==> src/rtl/spi_dac_multi_writer_pkg.sv <==
// Shared declarations for the multi-channel SPI DAC writer.
//   dac_state_t : FSM states of the frame serialiser
//   offset_bin  : signed two's-complement code -> offset-binary code of width data_w
package dac_pkg;

   // Widest DAC code the writer supports.
   localparam int MAX_DATA_W = 24;

   typedef enum logic [2:0] {
      IDLE    = 3'd0,
      CS_DOWN = 3'd1,
      CLK_HI  = 3'd2,
      CLK_LO  = 3'd3,
      CS_UP   = 3'd4,
      LDAC    = 3'd5
   } dac_state_t;

   // x holds a data_w-bit two's-complement value (zero-extended). Adding the
   // half-scale constant modulo 2^data_w maps the most negative code to 0,
   // zero to midscale and the most positive code to all ones.
   function automatic logic [MAX_DATA_W-1:0] offset_bin(input logic [MAX_DATA_W-1:0] x,
                                                       input int data_w);
      logic [MAX_DATA_W-1:0] half;
      logic [MAX_DATA_W-1:0] mask;
      half = MAX_DATA_W'(1) << (data_w - 1);
      mask = (MAX_DATA_W'(1) << data_w) - MAX_DATA_W'(1);
      return (x + half) & mask;
   endfunction

endpackage

==> src/rtl/spi_dac_multi_writer_arb.sv <==
// Round-robin channel picker, purely combinational.
//   pending     : one bit per channel waiting to be sent
//   last        : index of the channel served most recently
//   grant_valid : 1 when at least one channel is pending
//   grant       : first pending channel found searching upward from last+1, wrapping
module rr_arbiter #(
   parameter  int N  = 4,
   localparam int IW = (N > 1) ? $clog2(N) : 1
) (
   input  logic [N-1:0]  pending,
   input  logic [IW-1:0] last,
   output logic          grant_valid,
   output logic [IW-1:0] grant
);

   localparam int SW = IW + 1;

   logic [SW-1:0] sum;

   always_comb begin
      grant_valid = 1'b0;
      grant       = last;
      sum         = '0;
      // Candidate i steps 1..N past the last winner, so the last winner
      // itself is considered only after every other channel.
      for (int i = 1; i <= N; i++) begin
         sum = {1'b0, last} + SW'(i);
         if (sum >= SW'(N)) begin
            sum = sum - SW'(N);
         end
         if (!grant_valid && pending[sum[IW-1:0]]) begin
            grant_valid = 1'b1;
            grant       = sum[IW-1:0];
         end
      end
   end

endmodule

==> src/rtl/spi_dac_multi_writer.sv <==
// Multi-channel SPI writer for the board DAC.
// Captures per-channel setpoints into shadow registers, queues the strobed
// channels, sends each as an {address, code} frame MSB first and, once the
// queue has drained, pulses LDAC so every DAC output updates together.
//   clk_i        : system clock
//   reset_ni     : asynchronous active-low reset
//   data_i       : signed setpoints, channel k at [k*DATA_W +: DATA_W]
//   start_i      : per-channel capture strobe, sampled every cycle
//   is_idle_o    : FSM idle and nothing pending
//   spi_clk_o    : SPI clock, idle low, DAC samples on the rising edge
//   spi_mosi_o   : SPI data, MSB first
//   spi_cs_o     : chip select, active low
//   spi_ldac_no  : DAC load strobe, active low
//   dac_reset_no : DAC reset, active low, released one clock after reset_ni
module spi_dac_multi_writer
   import dac_pkg::*;
#(
   parameter int DATA_W      = 16,
   parameter int NUM_CH      = 4,
   parameter int CLK_DIV     = 1,
   parameter int CS_HIGH_CYC = 2,
   parameter bit OFFSET_BIN  = 1'b1,
   parameter bit LDAC_EN     = 1'b1
) (
   input  logic                     clk_i,
   input  logic                     reset_ni,
   input  logic [NUM_CH*DATA_W-1:0] data_i,
   input  logic [NUM_CH-1:0]        start_i,
   output logic                     is_idle_o,
   output logic                     spi_clk_o,
   output logic                     spi_mosi_o,
   output logic                     spi_cs_o,
   output logic                     spi_ldac_no,
   output logic                     dac_reset_no
);

   localparam int ADDR_W   = (NUM_CH > 1) ? $clog2(NUM_CH) : 0;
   localparam int IDX_W    = (NUM_CH > 1) ? $clog2(NUM_CH) : 1;
   localparam int FRAME_W  = ADDR_W + DATA_W;
   localparam int BC_W     = $clog2(FRAME_W);
   localparam int DIV_W    = $clog2(CLK_DIV + 1);
   localparam int HOLD_MAX = (CS_HIGH_CYC > 2 * CLK_DIV) ? CS_HIGH_CYC : 2 * CLK_DIV;
   localparam int HOLD_W   = $clog2(HOLD_MAX + 1);

   localparam logic [DIV_W-1:0]  DIV_LAST  = DIV_W'(CLK_DIV - 1);
   localparam logic [HOLD_W-1:0] CS_LAST   = HOLD_W'(CS_HIGH_CYC - 1);
   localparam logic [HOLD_W-1:0] LDAC_LAST = HOLD_W'(2 * CLK_DIV - 1);
   localparam logic [HOLD_W-1:0] HOLD_TOP  = HOLD_W'(HOLD_MAX - 1);

   dac_state_t          state;
   dac_state_t          state_next;
   logic [DIV_W-1:0]    div_cnt;
   logic [HOLD_W-1:0]   hold_cnt;
   logic [BC_W-1:0]     bit_cnt;
   logic [FRAME_W-1:0]  shift_q;
   logic [FRAME_W-1:0]  frame;
   logic [DATA_W-1:0]   shadow [NUM_CH];
   logic [DATA_W-1:0]   conv   [NUM_CH];
   logic [NUM_CH-1:0]   pending;
   logic [NUM_CH-1:0]   pending_next;
   logic [NUM_CH-1:0]   grant_mask;
   logic [IDX_W-1:0]    last_served;
   logic [IDX_W-1:0]    grant;
   logic                grant_valid;
   logic                load;
   logic                div_last;
   logic                cs_reg;
   logic                sclk_reg;
   logic                ldac_reg;
   logic                idle_reg;
   logic                dac_rst_reg;

   // ---------------- capture: conversion and shadow registers ----------------
   genvar gi;
   generate
      for (gi = 0; gi < NUM_CH; gi++) begin : g_ch
         logic [DATA_W-1:0] raw;
         assign raw      = data_i[gi*DATA_W +: DATA_W];
         assign conv[gi] = OFFSET_BIN ? DATA_W'(offset_bin(MAX_DATA_W'(raw), DATA_W)) : raw;

         always_ff @(posedge clk_i or negedge reset_ni) begin
            if (!reset_ni) begin
               shadow[gi] <= '0;
            end else if (start_i[gi]) begin
               shadow[gi] <= conv[gi];
            end
         end
      end
   endgenerate

   // ---------------- arbitration ----------------
   rr_arbiter #(.N(NUM_CH)) u_arb (
      .pending     (pending),
      .last        (last_served),
      .grant_valid (grant_valid),
      .grant       (grant)
   );

   // Address bits land above the code; with a single channel they shift out.
   assign frame = (FRAME_W'(grant) << DATA_W) | FRAME_W'(shadow[grant]);

   // A new strobe wins over the clear of the channel being loaded, so a
   // channel re-strobed in its own load cycle is sent once more.
   assign grant_mask   = load ? (NUM_CH'(1) << grant) : '0;
   assign pending_next = (pending & ~grant_mask) | start_i;

   assign div_last = (div_cnt == DIV_LAST);

   // ---------------- FSM next state ----------------
   always_comb begin
      state_next = state;
      load       = 1'b0;
      case (state)
         IDLE: begin
            if (grant_valid) begin
               state_next = CS_DOWN;
               load       = 1'b1;
            end
         end
         CS_DOWN: if (div_last) state_next = CLK_HI;
         CLK_HI:  if (div_last) state_next = CLK_LO;
         CLK_LO: begin
            if (div_last) begin
               state_next = (bit_cnt == '0) ? CS_UP : CLK_HI;
            end
         end
         CS_UP: begin
            if (hold_cnt == CS_LAST) begin
               if (grant_valid) begin
                  state_next = CS_DOWN;
                  load       = 1'b1;
               end else if (LDAC_EN) begin
                  state_next = LDAC;
               end else begin
                  state_next = IDLE;
               end
            end
         end
         LDAC: if (hold_cnt == LDAC_LAST) state_next = IDLE;
         default: state_next = IDLE;
      endcase
   end

   // ---------------- state, counters, datapath, outputs ----------------
   // Pin outputs are registered from the current state, so they trail the
   // state by one clock. MOSI shifts on the clock that drives spi_clk_o low,
   // giving the DAC a full half-period of setup before the next rising edge.
   always_ff @(posedge clk_i or negedge reset_ni) begin
      if (!reset_ni) begin
         state       <= IDLE;
         div_cnt     <= '0;
         hold_cnt    <= '0;
         bit_cnt     <= '0;
         shift_q     <= '0;
         pending     <= '0;
         last_served <= IDX_W'(NUM_CH - 1);
         cs_reg      <= 1'b1;
         sclk_reg    <= 1'b0;
         ldac_reg    <= 1'b1;
         idle_reg    <= 1'b1;
         dac_rst_reg <= 1'b0;
      end else begin
         state   <= state_next;
         pending <= pending_next;

         if (state_next != state || div_last) begin
            div_cnt <= '0;
         end else begin
            div_cnt <= div_cnt + DIV_W'(1);
         end

         if (state_next != state) begin
            hold_cnt <= '0;
         end else if (hold_cnt != HOLD_TOP) begin
            hold_cnt <= hold_cnt + HOLD_W'(1);
         end

         if (load) begin
            bit_cnt     <= BC_W'(FRAME_W - 1);
            shift_q     <= frame;
            last_served <= grant;
         end else begin
            if (state == CLK_LO && div_last && bit_cnt != '0) begin
               bit_cnt <= bit_cnt - BC_W'(1);
            end
            if (state == CLK_LO && div_cnt == '0) begin
               shift_q <= shift_q << 1;
            end
         end

         cs_reg      <= !(state inside {CS_DOWN, CLK_HI, CLK_LO});
         sclk_reg    <= (state == CLK_HI);
         ldac_reg    <= (state != LDAC);
         idle_reg    <= (state_next == IDLE) && (pending_next == '0);
         dac_rst_reg <= 1'b1;
      end
   end

   assign spi_cs_o     = cs_reg;
   assign spi_clk_o    = sclk_reg;
   assign spi_ldac_no  = ldac_reg;
   assign is_idle_o    = idle_reg;
   assign dac_reset_no = dac_rst_reg;
   assign spi_mosi_o   = shift_q[FRAME_W-1];

endmodule
==> config.mk <==
export PLATFORM = sky130hd
export DESIGN_NAME = spi_dac_multi_writer
export DESIGN_NICKNAME = d
export VERILOG_FILES = /design/src/rtl/spi_dac_multi_writer_pkg.sv /design/src/rtl/spi_dac_multi_writer_arb.sv /design/src/rtl/spi_dac_multi_writer.sv
export SDC_FILE = /design/constraint.sdc
export NUM_CORES = 1
export LEC_CHECK = 0
export ABC_AREA = 0
export BUFFER_PORTS_ARGS = -buffer_cell sky130_fd_sc_hd__buf_2
export CORE_UTILIZATION = 56
export DETAILED_ROUTE_END_ITERATION = 7
export PLACE_DENSITY = 0.79
export SLEW_MARGIN = 0
export SYNTH_ARGS = -nofsm -noshare
export SYNTH_HDL_FRONTEND = slang
export SYNTH_SLANG_ARGS = --single-unit
==> constraint.sdc <==
create_clock -name clk_i -period 2.95 [get_ports clk_i]
set_input_delay 0.4425 -clock clk_i [delete_from_list [all_inputs] [get_ports clk_i]]
set_output_delay 0.4425 -clock clk_i [all_outputs]
set_load 0.01 [all_outputs]
* Word-level counts from Yosys, hierarchy flattened
Index checks and enable logic that the tools add are counted.
** Cells by class
- Equality and inequality tests :: 9
- Mux-type cells :: 43
- Bitwise operators :: 6
- Reductions and logical operators :: 20
- Shifts and indexed selects :: 1
- Add/subtract/negate cells :: 15
- $lt $le $gt $ge :: 9
** Operators with widths (count)
- 16-bit adder (second input constant) :: 4
- 18-bit two-way mux :: 2
- 16-bit binary-select mux with 2-bit select :: 1
- 16-bit two-way mux :: 2
- 3-bit two-way mux :: 8
- 2-bit two-way mux :: 10
- 18-bit by 16-bit bitwise OR with 18-bit output :: 1
- 3-bit case mux with 6 select lines :: 1
- 3-bit greater-or-equal comparator (second input constant) :: 5
- 2-bit by 3-bit < comparator with 1-bit output (second input constant) :: 4
- 1-bit two-way mux :: 11
- 5-bit two-way mux :: 2
- 1-bit binary-select mux with 2-bit select :: 4
- 2-bit by 1-bit subtractor with 2-bit output (second input constant) :: 4
- 2-bit by 2-bit adder with 3-bit output (second input constant) :: 2
- 3-bit by 2-bit equality test with 1-bit output (second input constant) :: 2
- 3-bit equality test (second input constant) :: 2
- 1-bit logical AND :: 6
- 3-bit logical NOT :: 2
- 2-bit nonzero test :: 3
- 5-bit logical NOT :: 1
- 5-bit nonzero test :: 1
- 5-bit by 1-bit subtractor with 5-bit output (second input constant) :: 1
- 4-bit AND :: 1
- 20 further kinds :: 23
** Word-level totals
- Bits in registers :: 104
- Output and inout port bits :: 6
- Input bits :: 70
- Logic and storage cells :: 119

* Longest topological paths before layout
Gate-level depths: netlist (run 1).
- Depth after elaboration :: 24
- Mapped depth :: 8
- Gate-level depth less buffers :: 7

* By module
Synthesis (run 1) repeated with hierarchy kept, for this count alone.
** Second synthesis, totals
- Cells, all modules :: 357
- Area, all modules :: 4717.0 µm²
** By module, submodules not included
- spi_dac_multi_writer :: cells each 343, area an instance 4634.4 µm², seq. area each 2608.8 µm², instances 1
- rr_arbiter :: cells each 14, area an instance 82.6 µm², seq. area each 0.0 µm², instances 1

* Worst setup path after synthesis (run 1)
No wires, ideal clock.
- Path type :: register to register
- From :: register pending[3]
- To :: register idle_reg, in the netlist is_idle_o
- Cell stages (with the launch flop) :: 6
- Data arrival time :: 2.049 ns
- Period minus slack after synthesis :: 2.139 ns
- Buffers on the path :: 0
- Slack :: 0.811 ns
- Setup time :: 0.090 ns
- Cell sequence :: dfrtp_1 -> or4_4 -> o211a_1 -> o32a_1 -> or4_1 -> nor4_2
** RTL lines
- start, declared :: line spi_dac_multi_writer.sv:59 : logic [NUM_CH-1:0] pending;
- start signal, assigned :: line spi_dac_multi_writer.sv:164 : pending <= pending_next;
- 1-bit binary-select mux with 2-bit select :: line spi_dac_multi_writer_arb.sv:31 : if (!grant_valid && pending[sum[IW-1:0]]) begin
- 1-bit two-way mux (implied by the code) :: line spi_dac_multi_writer_arb.sv:31
- 1-bit two-way mux :: line spi_dac_multi_writer_arb.sv:31
- 1-bit logical NOT :: line spi_dac_multi_writer_arb.sv:31
- 1-bit logical AND :: line spi_dac_multi_writer_arb.sv:31
- 1-bit two-way mux :: line spi_dac_multi_writer_arb.sv:31
- 1-bit logical NOT :: line spi_dac_multi_writer_arb.sv:31
- 1-bit logical AND :: line spi_dac_multi_writer_arb.sv:31
- 1-bit two-way mux :: line spi_dac_multi_writer_arb.sv:31
- 1-bit logical NOT :: line spi_dac_multi_writer_arb.sv:31
- 1-bit logical AND :: line spi_dac_multi_writer_arb.sv:31
- 1-bit two-way mux (*) :: line spi_dac_multi_writer_arb.sv:31
- 3-bit two-way mux (*) :: line spi_dac_multi_writer.sv:115 : if (grant_valid) begin
- 3-bit case mux with 6 select lines (*) :: line spi_dac_multi_writer.sv:113 : case (state)
- net state_next[0] :: line spi_dac_multi_writer.sv:51 : dac_state_t state_next;
- 3-bit logical NOT (*) :: line spi_dac_multi_writer.sv:194 : idle_reg <= (state_next == IDLE) && (pending_next == '0);
- 1-bit logical AND (*) :: line spi_dac_multi_writer.sv:194
- end signal, assigned :: line spi_dac_multi_writer.sv:194
- end, declared :: line spi_dac_multi_writer.sv:70 : logic idle_reg;
The timed path passes the listed nets; every way through them passes the cells marked *. The select of a mux whose other input is x is not followed.
A chain may end at the register's enable or synchronous reset.

* Worst setup path in the final report (run 1)
- From :: register hold_cnt[1]
- To :: register shift_q[6]
** Between the ends
- Word-level cells in the longest chain between the ends :: 4
** RTL lines
- start, declared :: line spi_dac_multi_writer.sv:53 : logic [HOLD_W-1:0] hold_cnt;
- start signal, assigned :: line spi_dac_multi_writer.sv:175 : hold_cnt <= hold_cnt + HOLD_W'(1);
- 2-bit by 1-bit equality test with 1-bit output (*) :: line spi_dac_multi_writer.sv:128 : if (hold_cnt == CS_LAST) begin
- 1-bit two-way mux (*) :: line spi_dac_multi_writer.sv:128
- 1-bit case mux with 2 select lines (*) :: line spi_dac_multi_writer.sv:113
- 18-bit two-way mux or 2-bit nonzero test (tied branches)
- end signal, assigned :: line spi_dac_multi_writer.sv:180 : shift_q <= frame;
- end signal, assigned :: line spi_dac_multi_writer.sv:187 : shift_q <= shift_q << 1;
- end, declared :: line spi_dac_multi_writer.sv:55 : logic [FRAME_W-1:0] shift_q;
Every way passes the cells marked *; elsewhere a longest branch is shown, timed or not.

==> results of run 1 <==
-- cells by family (layout without fill, tap and decap cells) --
group / Yosys count / in the layout / synth area share
xor+xnor: 5 / 5 / 0.00929
fa+ha+maj: 3 / 3 / 0.00796
mux: 102 / 102 / 0.235
other cells: 2 / 2 / 0.00159
flops: 104 / 104 / 0.553
compound gates: 57 / 57 / 0.0899
simple gates: 69 / 69 / 0.0788
buf+inv: 28 / 104 / 0.0244
-- worst max-delay path by stage --
stage / end / start / depth (start not counted)
2_1_floorplan: is_idle_o / pending[3] / 5
3_3_place_gp: shift_q[14] / hold_cnt[1] / 6
3_5_place_dp: shift_q[6] / hold_cnt[1] / 6
4_1_cts: shift_q[6] / hold_cnt[1] / 6
5_1_grt: shift_q[14] / hold_cnt[1] / 6
6_report: shift_q[6] / hold_cnt[1] / 6
-- power by group through the flow --
stage                     clock network, mW  registers (mW)  logic, mW
final                                 0.890            1.93       1.50
after global routing                  0.961            1.96       1.66
after CTS                             0.903            1.92       1.51
after detailed placement                  0            1.95       1.50
after global placement                    0            1.93       1.45
after floorplan                           0            1.87       1.17
-- per-stage QoR --
stage	instance area (µm²)	cells	total power, mW	utilization	hold slack, ns
after floorplan	4720	370	3.04	-	0.147
after global placement	5220	536	3.38	0.639	0.487
after detailed placement	5220	536	3.44	0.639	0.495
after CTS	5420	551	4.34	0.663	0.153
after global routing	5420	551	4.58	0.663	0.179
final	5420	551	4.31	0.663	0.120
-- area by class of cell --
cell class                      instances  area (µm²)  area share
Clock buffer                           11         141      0.0261
Clock inverter                          4        53.8     0.00993
Inverter                                6        22.5     0.00416
Multi-Input combinational cell        238        2010       0.371
Sequential cell                       104        2610       0.482
Tap cell                              105         131      0.0242
Timing Repair Buffer                   83         450      0.0831
-- layer usage --
| metal | track usage | routed length (µm) |
|---|---|---|
| met1 | 0.295 | 3940 |
| met4 | 0.118 | 363 |
| met3 | 0.0461 | 408 |
| met2 | 0.414 | 5030 |
| met5 | 0 | 0 |
-- cells in the final DEF, fill, tap and decap left out, types with 3 or more instances in the layout --
cell and instances:
a211oi_1 7, a21oi_1 8, a221oi_1 6, and2_1 3
buf_2 74, buf_4 8, clkbuf_8 10, dfrtp_1 99
dfstp_2 5, ha_1 3, inv_1 6, mux2_2 70
mux2i_1 32, nand2_1 18, nand2b_1 5, nand3_1 4
nor2_1 13, nor2b_1 10, nor3_1 4, o21ai_0 8
o221ai_1 9, xor2_1 3
-- sequential cells by signal, summed over array words and instances (netlist names) --
register,count
pending,4
bit_cnt,5
spi_cs_o,1
state,3
last_served,2
hold_cnt,2
is_idle_o,1
spi_ldac_no,1
spi_clk_o,1
div_cnt,1
shift_q,18
shadow,64
dac_reset_no,1
==> flow_summary.toml, run 1 <==
[run_status]
status = "completed"

[layout]
fin_nets = 515
synthToLayoutAreaGrowth_pct = 14.9
n_antenna_cell = 0
layout-drive-gt1-share = 0.406
nFillCells = 624

[timing]
period_needed_ns = 2.30
slew_headroom = 0.500
worstMarginPinSlew_ns = 0.739
setup_ws_ns = 0.647
rsz0062_at_grt = "no"
slew_viol_final = 0
clock_skew_ns = 0.0116
period_share = 0.781
setup_viol = 0
fin_setup_tns_ns = 0
hold_violations = 0
timing.fmax_mhz = 434

[worst_setup_path]
cp_data_required_time_ns = 3.22
setup.worst_path.end_class = "flip-flop"
crit_arrival_ns = 2.57
cp_cell_sequence = "inv_1 > ha_1 > nand2b_1 > and3_1 > nand2_1 > o221ai_1"
worst-path-buf-inv = 1
reg2reg_depth = 6
r2r_slack_ns = 0.65
path_max_fanout = 15
crit_slowest_cell = "and3_1"
critPathLaunchType = "flip-flop"
slowest_delay_ns = 0.59
reg2reg_to = "shift_q[6]"
rr_startpoint = "hold_cnt[1]"
critPathTopFamily = "simple AND/OR/NAND/NOR gates"
path_class = "reg2reg"

[power_and_ir_drop]
leakage_nw = 2.45
pwr-share-comb = 0.347
seqPwrFrac = 0.447
clkPwrFrac = 0.206
power_density_nw_per_um2 = 796
vdd_drop_max_v = 0.000413
p_sw_mw = 1.44
p_int_mw = 2.87
swShare = 0.335

[worst_hold_path]
hold_class = "in2async"

[synthesis]
yosys.area.top_type = "dfrtp_1"
synthTopCellsByCount = "99 x dfrtp_1, 70 x mux2_2, 32 x mux2i_1"
syn_area_um2 = 4720
ys_types = 51
synth_edf_count = 0
synth_top_area_frac = 0.525
syn-mean-instance-area_um2 = 12.7
synth_seq_cells = 104
yosysMostFrequentCell = "dfrtp_1"
ys_warn_count = 0
ys_seq_area_frac = 0.553
synthArstFlopShare = 1.00
synth.area.top_cells = "dfrtp_1 53%, mux2_2 17%, mux2i_1 6.8%"
syn_nets = 443
synth-main-ff-cell = "dfrtp_1"
synthCells = 370

[detailed_routing]
vias_per_cell = 5.82
drtPass1Iterations = 4
ant_nets = 0
drcViolationCount = 0
drt-wirelength-per-cell_um = 17.7
vias = 3205
drtIter0Drc = 182
wirelength_um = 9730

[clock_tree]
cts_hold_buf = 0
cts_tree = "done"
clockRootBuffer = "clkbuf_8"
clock_latency_ns = 0.36
clk_pin_slew_worst_paths_ns = 0.10
clockBufferDepth = 2
numCtsBuffers = 9
h-tree-depth = 3
cts_sinks = 104
post_cts.repair.setup_buffers = 0
ctsResizeCount = 0

[floorplan]
boundaryPins = 76
die_y_um = 93.8
die_w_um = 93.8
die-area_um2 = 8790
row_count = 33
coreArea_um2 = 8180
initial_utilization = 0.577

[global_route]
antenna_found_initial = 0
grt_pass1_vias = 3401
gr-usage-all-layers = 0.243
grt_overflow = 0
grt_max_degree = 58
grt_pass1_wl_um = 16100

[placed_design]
gp_congestion = 0.829
io_buffers = 75
dpl.hpwl_um = 6900
place_ws_ns = 0.666

[job]
drv_cap = 0
Note: power is estimated with default switching activity, not from simulation.
==> run 2, diff against run 1 <==
Clock period 2.95 ns to 2.4 ns, I/O delays scaled along.
==> run 2 against run 1 <==
Register-to-register slack lost 0.51 ns. Clock power grew 22%. Final area grew 0.55%. First-iteration DRC count shrank 18%. Largest cell class unchanged.
==> flow_summary.toml, run 2 (synthesis results as in run 1) <==
[layout]
layout-drive-gt1-share = 0.410
fin_nets = 517
synthToLayoutAreaGrowth_pct = 15.5
largest_register = "shadow"
largestRegisters = "shadow: 64 flops, shift_q: 18 flops, bit_cnt: 5 flops"
final_cell_mix = "99 x dfrtp_1, 74 x buf_2, 70 x mux2_2"
utilization = 0.666
largest_register_ffs = 64
final_common_cell = "dfrtp_1"
nFillCells = 616
n_antenna_cell = 0

[timing]
fin_setup_tns_ns = 0
setup_viol = 0
timing.fmax_mhz = 441
worstMarginPinSlew_ns = 0.666
clock_skew_ns = 0.00826
period_share = 0.944
period_needed_ns = 2.27
hold_violations = 0
slew_viol_final = 0
rsz0062_at_grt = "no"
slew_headroom = 0.552

[power_and_ir_drop]
leakage_nw = 2.47
power_density_nw_per_um2 = 985
vdd_drop_max_v = 0.000562

[worst_setup_path]
path_class = "reg2reg"
reg2reg_to = "is_idle_o"
critPathLaunchType = "flip-flop"
reg2reg_depth = 5
r2r_slack_ns = 0.13
path_max_fanout = 6
rr_startpoint = "pending[3]"
setup.worst_path.end_class = "flip-flop"
crit_arrival_ns = 2.54
cp_data_required_time_ns = 2.67

[global_route]
grt_pass1_vias = 3225
grt_overflow = 0
gr-usage-all-layers = 0.237
grt_max_degree = 105
grt_pass1_wl_um = 15800
antenna_found_initial = 0

[floorplan]
boundaryPins = 76
die_y_um = 93.8
coreArea_um2 = 8180
die_w_um = 93.8
initial_utilization = 0.577
row_count = 33
die-area_um2 = 8790

[clock_tree]
clk_pin_slew_worst_paths_ns = 0.10
h-tree-depth = 3
cts_hold_buf = 0
clockBufferDepth = 2
cts_tree = "done"
ctsResizeCount = 0
numCtsBuffers = 9
post_cts.repair.setup_buffers = 0
cts_sinks = 104
clock_latency_ns = 0.36
clockRootBuffer = "clkbuf_8"

[worst_hold_path]
hold_class = "in2async"

[detailed_routing]
wirelength_um = 9620
vias_per_cell = 5.75
drcViolationCount = 0
drtIter0Drc = 149
drt-wirelength-per-cell_um = 17.4
ant_nets = 0
drtPass1Iterations = 4
vias = 3183

[placed_design]
gp_congestion = 0.848
io_buffers = 75
dpl.hpwl_um = 6810

[run_status]
status = "completed"

[job]
drv_cap = 0
run 2: area by class of cell:
class,count,area (µm²),share of cell area
sequential,104,2610,0.479
multi-input combinational,238,2010,0.369
timing repair buffer,85,478,0.0877
clock buffer,11,141,0.0260
tap,105,131,0.0241
clock inverter,5,56.3,0.0103
inverter,6,22.5,0.00413
run 2: per-layer routing:
layer,track usage,wire [µm],vias up
met3,0.0356,281,20
met4,0.0885,199,0
met2,0.420,5160,65
met5,0,0,-
met1,0.294,3980,1611
li1,-,-,1487
run 2: worst max path at each step:
| stage | start | to | slack, ns | depth (start not counted) |
|---|---|---|---|---|
| floorplan | pending[3] | is_idle_o | 0.26 | 5 |
| global placement | pending[3] | is_idle_o | 0.21 | 5 |
| detailed placement | pending[3] | is_idle_o | 0.16 | 5 |
| CTS | pending[3] | is_idle_o | 0.13 | 5 |
| global route | pending[3] | is_idle_o | 0.06 | 5 |
| finish | pending[3] | is_idle_o | 0.13 | 5 |
run 2: power by group:
group | internal (mW) | switching [mW]
Clock | 0.510 | 0.580
Combinational | 0.963 | 0.951
Sequential | 2.11 | 0.247
run 2: through the flow:
stage / power [mW] / hold WS, ns / instance area (µm²) / setup slack, ns / std cells
finish: 5.36 / 0.00140 / 5450 / 0.135 / 554
global route: 5.67 / 0.0877 / 5450 / 0.0598 / 554
CTS: 5.39 / 0.0787 / 5450 / 0.129 / 554
detailed placement: 4.31 / 0.472 / 5250 / 0.161 / 538
global placement: 4.22 / 0.468 / 5250 / 0.213 / 538
floorplan: 3.74 / 0.0644 / 4720 / 0.261 / 370
run 2: critical path: stages (launching register included):
cell and delay, ns:
dfrtp_1 0.44, or4_4 0.58, o211a_1 0.22, o32a_1 0.29, or4_1 0.50, nor4_2 0.16
